## src/rtl/spi_frame_counter.sv

```systemverilog
// Frame counter for SPI transfers: counts T+1 enabled beats per frame,
// up or down, one-shot or auto-restart, and tallies completed frames.
module spi_frame_counter #(
  parameter int CNT_W = 4,
  parameter int FRM_W = 8
) (
  input  logic             clk,
  input  logic             reset,
  input  logic             enable,
  input  logic             start,
  input  logic             clear,
  input  logic             mode_oneshot,
  input  logic             dir_down,
  input  logic [CNT_W-1:0] term_cnt,
  output logic [CNT_W-1:0] count,
  output logic             term_flag,
  output logic             done,
  output logic             busy,
  output logic [FRM_W-1:0] frame_cnt
);

  typedef enum logic [1:0] {
    S_IDLE,
    S_RUN,
    S_DONE
  } state_t;

  localparam logic [CNT_W-1:0] CNT_ONE = CNT_W'(1);
  localparam logic [FRM_W-1:0] FRM_ONE = FRM_W'(1);

  state_t           state_q, state_d;
  logic [CNT_W-1:0] count_q, count_d;
  logic [CNT_W-1:0] t_q, t_d;
  logic             dir_q, dir_d;
  logic             os_q, os_d;
  logic [FRM_W-1:0] frm_q, frm_d;
  logic             done_q, done_d;
  logic             busy_q, busy_d;
  logic             term_q, term_d;
  logic [CNT_W-1:0] beg_in, beg_q, fin_q, fin_d;

  // Next-state and registered-output logic: clear > start > enable
  always_comb begin
    state_d = state_q;
    count_d = count_q;
    t_d     = t_q;
    dir_d   = dir_q;
    os_d    = os_q;
    frm_d   = frm_q;
    done_d  = 1'b0;
    beg_in  = dir_down ? term_cnt : '0;
    beg_q   = dir_q ? t_q : '0;
    fin_q   = dir_q ? '0 : t_q;
    if (clear) begin
      state_d = S_IDLE;
      count_d = '0;
      frm_d   = '0;
    end else if (start) begin
      state_d = S_RUN;
      t_d     = term_cnt;
      dir_d   = dir_down;
      os_d    = mode_oneshot;
      count_d = beg_in;
    end else if (state_q == S_RUN && enable) begin
      if (count_q == fin_q) begin
        done_d = 1'b1;
        frm_d  = frm_q + FRM_ONE;
        if (os_q) begin
          state_d = S_DONE;
        end else begin
          count_d = beg_q;
        end
      end else if (dir_q) begin
        count_d = count_q - CNT_ONE;
      end else begin
        count_d = count_q + CNT_ONE;
      end
    end
    fin_d  = dir_d ? '0 : t_d;
    busy_d = (state_d == S_RUN);
    term_d = (state_d != S_IDLE) && (count_d == fin_d);
  end

  // State and output registers, cleared asynchronously
  always_ff @(posedge clk or negedge reset) begin
    if (!reset) begin
      state_q <= S_IDLE;
      count_q <= '0;
      t_q     <= '0;
      dir_q   <= 1'b0;
      os_q    <= 1'b0;
      frm_q   <= '0;
      done_q  <= 1'b0;
      busy_q  <= 1'b0;
      term_q  <= 1'b0;
    end else begin
      state_q <= state_d;
      count_q <= count_d;
      t_q     <= t_d;
      dir_q   <= dir_d;
      os_q    <= os_d;
      frm_q   <= frm_d;
      done_q  <= done_d;
      busy_q  <= busy_d;
      term_q  <= term_d;
    end
  end

  assign count     = count_q;
  assign term_flag = term_q;
  assign done      = done_q;
  assign busy      = busy_q;
  assign frame_cnt = frm_q;

endmodule

```

## config.mk

```make
export PLATFORM = sky130hd
export DESIGN_NAME = spi_frame_counter
export DESIGN_NICKNAME = d
export VERILOG_FILES = /design/src/rtl/spi_frame_counter.sv
export SDC_FILE = /design/constraint.sdc
export NUM_CORES = 1
export LEC_CHECK = 0
export BUFFER_PORTS_ARGS = -buffer_cell sky130_fd_sc_hd__buf_2
export CORE_UTILIZATION = 50
export DETAILED_ROUTE_END_ITERATION = 10
export PLACE_DENSITY = 0.83
export REMOVE_ABC_BUFFERS = 1
export SETUP_SLACK_MARGIN = 0.15
export SYNTH_ARGS = -nofsm -noshare
export SYNTH_HDL_FRONTEND = slang
export SYNTH_SLANG_ARGS = --single-unit
```

## constraint.sdc

```tcl
create_clock -name clk -period 2.1 [get_ports clk]
set_input_delay 0.105 -clock clk [delete_from_list [all_inputs] [get_ports clk]]
set_output_delay 0.105 -clock clk [all_outputs]
set_load 0.005 [all_outputs]
```

==> results.yml, run 1 <==
place:
  finalWeightedCongestion: 0.880
  place_hpwl_mm: 2.78
  io_buffers: 25
  post-place-ws_ns: -0.130
  place_area_um2: 1890
sta:
  worst_pin_slew_ns: 0.505
  fin_skew_ns: 0.0148
  slew_headroom_pct: 66.0
  rsz0062_at_grt: "true"
  period_needed_ns: 2.20
  setup_slack_ns: -0.101
  maxSlewViolCount: 0
  clock.fmax_mhz: 454
  finalHoldViolations: 0
  finalSetupViolations: 3
  setup_tns_ns: -0.126
  post-route-period-util_pct: 105
drt:
  drt_iter0_drc: 135
  route.vias.total: 1564
  viasPerCell: 5.79
  drtAntennaViolNets: 0
  wl_per_cell_um: 15.6
  drc: 0
  drtPass1Iterations: 4
  wl_mm: 4.22
cts:
  cts_tree: "built"
  clk_latency_ns: 0.31
  cts_buffers: 3
  clk_path_buf_depth: 2
  clk_pin_slew_ns: 0.13
  cts.sinks: 23
  htree_levels: 1
  cts_root_buf: "clkbuf_4"
layout:
  fillers: 201
  final_nets: 242
  layout-drive-gt1-share_pct: 38.5
  layout_commonest_cell: "buf_4"
  design_area_um2: 2120
  layout_common_cells: "buf_4 (26), buf_2 (25), nand2_1 (22)"
  antenna_cells: 0
  seq_area_um2: 583
  multiInputGateArea_um2: 1070
  area_growth_pct: 34.2
  fin_util_pct: 69.9
logic_synthesis:
  synth-main-ff-cell: "dfrtp_1"
  synthCells: 174
  async_reset_ff_share_pct: 100
  seq_area_frac_synth_pct: 36.5
  synth_area_um2: 1580
  synth_edf_count: 0
  synth.distinct_cells: 52
  avgSynthCellArea_um2: 9.07
  synth-seq-cells: 23
  synth_warnings: 0
die:
  rows: 20
  initial_core_util_pct: 52.1
  fp.dieH_um: 58.2
  fp.coreArea_um2: 3030
  num_io_pins: 26
  die_area_um2: 3380
  die_w_um: 58.2
pwr:
  leakagePower_nw: 0.957
  power_density_nw_per_um2: 555
  ir_drop_mv: 0.381
setup_path:
  crit_path_end_kind: "flip-flop"
  cp.arrival_ns: 2.42
  worstSetupPathType: "reg -> reg"
  start_kind: "flip-flop"
  required_ns: 2.32
  path_max_fanout: 4
global_route:
  grt_pass1_wl_mm: 6.44
  track_usage_pct: 25.1
  grt_pass1_vias: 1386
  antenna_found_initial: 0
  grt_max_degree: 24
  overflow: 0
status:
  violations: "setup timing"
  status: "complete, but fails checks"
worst_hold_path:
  holdCritPathClass: "in -> reg"
run:
  drv_cap: 0
[where the power goes]
part	internal [mW]	switching [mW]
Sequential	0.470	0.0380
Clock	0.0742	0.127
Combinational	0.226	0.239
Total	0.771	0.403
[worst paths after layout]
path                       depth (start not counted)         start      endpoint  slack [ns]
setup / recovery                                   7        t_q[2]     term_flag       -0.10
hold / removal                                     3   term_cnt[2]        t_q[2]        0.02
setup reg to reg                                   7        t_q[2]     term_flag       -0.10
hold reg to reg                                    2  frame_cnt[7]  frame_cnt[7]        0.55
max in group asynchronous                          2         reset        t_q[1]        1.43
min in group asynchronous                          2         reset  frame_cnt[4]        0.28
[timing repair]
action                     4_1_cts  5_1_grt
hold buffers                     2        0
pin swaps                        2        8
hold endpoints to repair        24        0
setup endpoints to repair        8       11
setup buffers                    4        2
resized for setup               15       13
[critical path: stages (launching register included)]
cell	delay (ns)
dfrtp_1	0.46
xnor2_1	0.15
and4b_4	0.19
o32ai_4	0.39
a311oi_2	0.11
nor3_2	0.25
mux2_1	0.36
and4_1	0.20
[metal layers]
layer  global-route usage, %  vias up  share of wire [%]
met4                    7.82        0                1.8
met1                    34.6      765                 43
met3                    5.58       10                5.7
li1                        -      730                  -
met5                       0        -                  0
met2                    39.7       59                 49
[synthesized netlist by cell type (all sizes together) (3+ instances only)]
| cell type | n | area share, % |
|---|---|---|
| dfrtp | 23 | 36 |
| nand2 | 23 | 5.5 |
| nor2 | 18 | 4.3 |
| nand3 | 9 | 2.9 |
| a21oi | 8 | 3.3 |
| xor2 | 8 | 4.4 |
| nor3 | 7 | 2.9 |
| o21ai | 7 | 2.2 |
| xnor2 | 5 | 2.8 |
| a31oi | 4 | 1.6 |
| clkbuf | 4 | 0.95 |
| inv | 4 | 0.95 |
| buf | 3 | 1.3 |
| ha | 3 | 2.4 |
| mux2i | 3 | 1.9 |
| nand3b | 3 | 1.4 |
| nor4 | 3 | 1.6 |
[logic make-up after synthesis]
logic type | synth area share, %
and+or+nand+nor | 27.8
AOI/OAI and AO/OA | 18.2
DFF | 36.5
xor gates and xnor gates | 7.22
buffers and inverters | 3.25
muxes | 3.33
adders and majority gates | 3.65
[registers in the layout, indices dropped and copies added, names as in the netlist]
register   cells
count          4
frame_cnt      8
dir_q          1
state_q        2
term_flag      1
os_q           1
busy           1
t_q            4
done           1
[cell type report]
cell class	count	share of cell area [%]
Clock buffer	4	1.24
Inverter	4	0.709
Multi-Input combinational cell	140	50.8
Sequential cell	23	27.5
Tap cell	44	2.60
Timing Repair Buffer	55	17.1
[through the flow]
stage | instances | hold slack (ns) | power, mW
2_1_floorplan | 167 | -0.191 | 0.729
3_3_place_gp | 258 | 0.114 | 0.872
3_5_place_dp | 258 | 0.108 | 0.877
4_1_cts | 268 | 0.0126 | 1.13
5_1_grt | 270 | 0.0268 | 1.24
6_report | 270 | 0.0207 | 1.17
Note: power is estimated with default switching activity, not from simulation.
==> run 2: changes to the inputs <==
Settings changed: CELL_PAD_IN_SITES_DETAIL_PLACEMENT set to 0, CELL_PAD_IN_SITES_GLOBAL_PLACEMENT set to 1, CORE_UTILIZATION 50 to 38.
==> run 2 against run 1 <==
  * The run still ends with setup timing left
  * Hold slack better by 0.042 ns
  * Via count is 3.5% lower
  * Count of clock-buffer cells in the layout is the same
  * Design area is 3.8% higher
  * Register-to-register slack improved by 0.05 ns
  * Die area rose by 30%
  * First-iteration DRC count is 34% lower
  * Global-route usage decreased by 3.8 points
  * Total power is 10% higher
==> results.yml, run 2 (synthesis gave the netlist of run 1 again) <==
status:
  status: "complete, but fails checks"
  violations: "setup timing"
sta:
  slew_headroom_pct: 61.0
  period_needed_ns: 2.15
  setup_tns_ns: -0.0638
  maxSlewViolCount: 0
  setup_slack_ns: -0.0525
  rsz0062_at_grt: "true"
  worst_pin_slew_ns: 0.579
  clock.fmax_mhz: 465
  post-route-period-util_pct: 103
  finalSetupViolations: 2
  worst_hold_slack_ns: 0.0622
  fin_skew_ns: 0.00170
  finalHoldViolations: 0
layout:
  antenna_cells: 0
  largest_reg_flops: 8
  area_growth_pct: 39.3
  layout_common_cells: "buf_4 (27), buf_2 (25), nand2_1 (21)"
  layout_commonest_cell: "buf_4"
  fin_util_pct: 54.9
  final_nets: 243
  layout-drive-gt1-share_pct: 41.4
setup_path:
  crit_chain: "o21ba_4 > nor3_4 > o32ai_4 > mux2i_1 > a21oi_4 > xor2_1 > and4_1"
  crit_buf_inv: 0
  crit_path_end_kind: "flip-flop"
  start_kind: "flip-flop"
  required_ns: 2.31
  path_max_fanout: 8
  r2r-start: "dir_q"
  ff2ff_setup_slack_ns: -0.05
  critPathMaxStageDelay_ns: 0.48
  reg2reg_depth: 7
  crit_family: "compound AO/OA/AOI/OAI gates"
  worst_path_max_delay_cell: "dfrtp_2"
  regToRegEndpoint: "term_flag"
  worstSetupPathType: "reg -> reg"
  cp.arrival_ns: 2.36
drt:
  drc: 0
  wl_mm: 4.33
  route.vias.total: 1510
  viasPerCell: 5.45
  dr.max_layer_used: "met4"
  drtAntennaViolNets: 0
  wl_met3_um: 191
  wl_met1_mm: 1.84
  drtPass1Iterations: 4
  wl_per_cell_um: 15.6
  wl_met2_mm: 2.23
  drt_iter0_drc: 89
global_route:
  track_usage_pct: 21.3
  grt_pass1_vias: 1463
  grt_max_degree: 24
  overflow: 0
  antenna_found_initial: 0
  grt_pass1_wl_mm: 7.03
worst_hold_path:
  whs_path_depth: 3
  min_from: "mode_oneshot"
  holdCritPathClass: "in -> reg"
  worstHoldEndpoint: "os_q"
place:
  io_buffers: 25
  place_hpwl_mm: 3.03
  finalWeightedCongestion: 0.864
pwr:
  switching_share_pct: 33.5
  power_density_nw_per_um2: 589
  p_seq_share_pct: 39.4
  ir_drop_mv: 0.275
  power_switching_uw: 433
  power.share.clock_pct: 22.4
  leakagePower_nw: 1.02
  combPwrFrac_pct: 38.2
  p_int_uw: 861
cts:
  htree_levels: 1
  cts_tree: "built"
  clk_latency_ns: 0.27
  clk_path_buf_depth: 2
  cts_root_buf: "clkbuf_8"
  cts_buffers: 3
  clk_pin_slew_ns: 0.09
  cts.sinks: 23
die:
  die_area_um2: 4410
  fp.dieH_um: 66.4
  fp.coreArea_um2: 4000
  rows: 23
  die_w_um: 66.4
  initial_core_util_pct: 39.4
  num_io_pins: 26
run:
  drv_cap: 0
## run 2: cell types whose count changed in the layout (fill, tap and decap cells not counted), moves of 2 or more
cell and delta:
o21ai_1 -2, clkbuf_4 -3, clkbuf_8 +3, nor3_4 +2
## run 2: layout make-up
cell class	instances	area (µm²)
clock buffer	4	45.0
fill	380	1800
inverter	4	15.0
multi-input combinational	140	1110
sequential	23	582
tap	50	62.6
timing repair buffer	56	380
## run 2: per-stage QoR
stage / instance area, µm² / cells / setup WS (ns) / power [mW]
global route: 2200 / 277 / -0.156 / 1.36
CTS: 2110 / 277 / -0.0883 / 1.25
floorplan: 1540 / 167 / -0.244 / 0.729
global placement: 1910 / 266 / -0.0770 / 0.889
detailed placement: 1910 / 266 / -0.202 / 0.893
finish: 2200 / 277 / -0.0525 / 1.29
## run 2: timing repair
action	CTS	global route
resized for setup	19	17
setup buffers	6	0
hold buffers	1	0
setup endpoints to repair	9	13
endpoints found under the hold margin	23	0
pin swaps	18	6
## run 2: how the worst max path moves through the flow
stage / slack, ns / depth (start not counted) / endpoint / from
after detailed placement: -0.20 / 8 / term_flag / dir_q
final: -0.05 / 7 / term_flag / dir_q
after floorplan: -0.24 / 7 / term_flag / dir_q
after CTS: -0.09 / 7 / term_flag / t_q[2]
after global placement: -0.08 / 7 / term_flag / dir_q
after global routing: -0.16 / 9 / term_flag / dir_q
## run 2: worst reg2reg max path: stages (launching register included)
cell	delay (ns)
dfrtp_2	0.48
o21ba_4	0.26
nor3_4	0.05
o32ai_4	0.41
mux2i_1	0.33
a21oi_4	0.09
xor2_1	0.26
and4_1	0.22
## run 2: power by group through the flow
stage | Clock, mW | Sequential (mW) | Combinational [mW]
after floorplan | 0 | 0.516 | 0.213
after global placement | 0 | 0.506 | 0.383
after detailed placement | 0 | 0.507 | 0.386
after CTS | 0.292 | 0.503 | 0.455
after global routing | 0.311 | 0.513 | 0.537
final | 0.290 | 0.509 | 0.494
## run 2: metal layers
metal	up-vias	track usage [%]
li1	734	-
met3	6	2.07
met1	728	27.4
met5	-	0
met4	0	7.71
met2	42	36.7
==> run 3: changes to the inputs <==
Settings changed: ABC_AREA set to 1, CELL_PAD_IN_SITES_DETAIL_PLACEMENT 0 to unset, CELL_PAD_IN_SITES_GLOBAL_PLACEMENT 1 to unset, CORE_UTILIZATION 38 to 49, PLACE_DENSITY 0.83 to 0.82.
==> run 3 against run 2 <==
  * The run now ends clean
  * Register-to-register slack improved by 0.33 ns
  * Hold slack worse by 0.0090 ns
  * Combinational power fell by 36%
  * Critical path depth rose by 4
  * Clock power fell by 28%
  * Worst setup slack gained 0.33 ns
  * Final cell count fell by 4.3%
  * Largest power group unchanged
  * Highest routed layer unchanged
==> results.yml, run 3 <==
drt:
  wl_mm: 3.14
  drtAntennaViolNets: 0
  drtPass1Iterations: 4
  drt_iter0_drc: 44
  drc: 0
  route.vias.total: 1394
  viasPerCell: 5.26
  wl_per_cell_um: 11.9
setup_path:
  path_max_fanout: 7
  crit_path_end_kind: "flip-flop"
  cp.arrival_ns: 2.08
  start_kind: "flip-flop"
  worstSetupPathType: "reg -> reg"
  required_ns: 2.35
  ff2ff_setup_slack_ns: 0.28
cts:
  htree_levels: 1
  cts.sinks: 23
  clk_pin_slew_ns: 0.13
  clk_latency_ns: 0.31
  clk_path_buf_depth: 2
  cts_tree: "built"
  cts_root_buf: "clkbuf_4"
  cts_buffers: 3
sta:
  post-route-period-util_pct: 86.8
  period_needed_ns: 1.82
  fin_skew_ns: 0.00766
  worst_pin_slew_ns: 0.502
  maxSlewViolCount: 0
  rsz0062_at_grt: "true"
  slew_headroom_pct: 66.5
  finalSetupViolations: 0
  clock.fmax_mhz: 549
  finalHoldViolations: 0
  worst_hold_slack_ns: 0.0532
  setup_tns_ns: 0
  setup_slack_ns: 0.277
die:
  die_area_um2: 3130
  fp.coreArea_um2: 2760
  fp.dieH_um: 55.9
  initial_core_util_pct: 51.7
  rows: 19
  die_w_um: 55.9
  num_io_pins: 26
global_route:
  grt_use_met1_pct: 29.4
  grt_use_met3_pct: 1.63
  grt_pass1_vias: 1173
  track_usage_pct: 20.4
  antenna_found_initial: 0
  grt_max_degree: 24
  use_met2_pct: 33.0
  grt_pass1_wl_mm: 5.06
  grt-busiest-layer: "met2"
  overflow: 0
layout:
  largest_reg_flops: 8
  area_growth_pct: 18.2
  layout_common_cells: "nand2_1 (59), inv_1 (31), buf_2 (25)"
  antenna_cells: 0
  layout-drive-gt1-share_pct: 21.4
  layout_commonest_cell: "nand2_1"
  fin_util_pct: 61.1
  final_nets: 250
logic_synthesis:
  yosysMostFrequentCell: "nand2_1"
  async_reset_ff_share_pct: 100
  avgSynthCellArea_um2: 7.20
  synthTopCellsByArea: "dfrtp_1 (40%), nand2_1 (16%), inv_1 (8.2%), nand3_1 (7.4%), o21ai_0 (4.2%)"
  synth_area_um2: 1430
  synth_edf_count: 0
  synth.largest_area_cell: "dfrtp_1"
  synthCells: 198
  seq_area_frac_synth_pct: 40.4
  synthDominantCellAreaShare_pct: 40.4
  synth-seq-cells: 23
  synth.distinct_cells: 24
  synth-main-ff-cell: "dfrtp_1"
  synthTopCellsByCount: "nand2_1 (59), inv_1 (31), dfrtp_1 (23)"
  synth_warnings: 0
worst_hold_path:
  holdCritPathClass: "in -> reg"
run:
  drv_cap: 0
status:
  status: "completed"
pwr:
  switching_share_pct: 35.0
  power_density_nw_per_um2: 616
  p_int_uw: 675
  power_switching_uw: 362
  p_seq_share_pct: 49.2
  leakagePower_nw: 0.955
  power.share.clock_pct: 20.1
  combPwrFrac_pct: 30.7
  ir_drop_mv: 0.412
place:
  place_hpwl_mm: 2.33
  finalWeightedCongestion: 0.882
  post-place-ws_ns: 0.207
  io_buffers: 25
[run 3: cell count changes in the layout (fill, tap and decap cells not counted), sizes merged, moves of 4 or more]
cell,before,now
xor2,8,1
nor3,7,2
a31oi,4,0
nand2,23,63
buf,55,30
nand3,9,22
inv,4,31
xnor2,5,0
o21ai,7,16
[run 3: cell families (layout without fill, tap and decap cells)]
| logic type | after synthesis | count (layout) | synth area share, % |
|---|---|---|---|
| AND/OR/NAND/NOR | 109 | 109 | 35.7 |
| buffers and inverters | 32 | 68 | 8.43 |
| AO/OA/AOI/OAI | 29 | 29 | 10.8 |
| flip-flops | 23 | 23 | 40.4 |
| adder cells (fa/ha/maj) | 4 | 4 | 4.04 |
| XOR/XNOR | 1 | 1 | 0.615 |
[run 3: layout make-up]
cell class | count | area (µm²)
inverters | 32 | 125
repair buffers | 32 | 183
well taps | 31 | 38.8
flip-flops and latches | 23 | 577
multi-input cells | 143 | 734
fillers | 269 | 1070
clock buffers | 4 | 26.3
[run 3: timing repair]
| item | CTS | global route |
|---|---|---|
| endpoints found under the setup margin | 0 | 7 |
| hold buffers | 2 | 0 |
| resized for setup | 0 | 4 |
| hold endpoints to repair | 24 | 0 |
| setup buffers | 0 | 4 |
[run 3: worst paths after layout]
path / start / to / cells past startpoint
max: dir_q / term_flag / 11
min: term_cnt[2] / count[2] / 3
max reg2reg: dir_q / term_flag / 11
min reg2reg: frame_cnt[6] / frame_cnt[6] / 1
max in group asynchronous: reset / dir_q / 2
min in group asynchronous: reset / frame_cnt[0] / 2
[run 3: metrics by stage]
stage / cells / power, mW / instance area, µm²
final: 265 / 1.04 / 1680
after global routing: 265 / 1.10 / 1680
after CTS: 261 / 1.01 / 1640
after detailed placement: 255 / 0.807 / 1600
after global placement: 255 / 0.804 / 1600
after floorplan: 198 / 0.719 / 1430
[run 3: metal layers]
layer  up-vias  wire [µm]
li1        711          -
met1       644       1470
met5         -          0
met2        32       1500
met3         7        112
met4         0         61
[run 3: power by group through the flow]
stage          Sequential [mW]  Combinational, mW  Clock [mW]
3_3_place_gp             0.518              0.286           0
3_5_place_dp             0.518              0.289           0
2_1_floorplan            0.512              0.207           0
6_report                 0.510              0.318       0.208
5_1_grt                  0.516              0.357       0.228
4_1_cts                  0.510              0.293       0.206
[run 3: worst max-delay path, stage by stage, from the launching register on]
cell     delay, ns
dfrtp_2       0.48
buf_4         0.16
fa_1          0.36
xor2_1        0.20
nand2_1       0.09
nand3_1       0.08
nand2_1       0.06
nand2_1       0.08
nand2_1       0.05
nand2_1       0.06
nand2_1       0.06
nor2_2        0.07
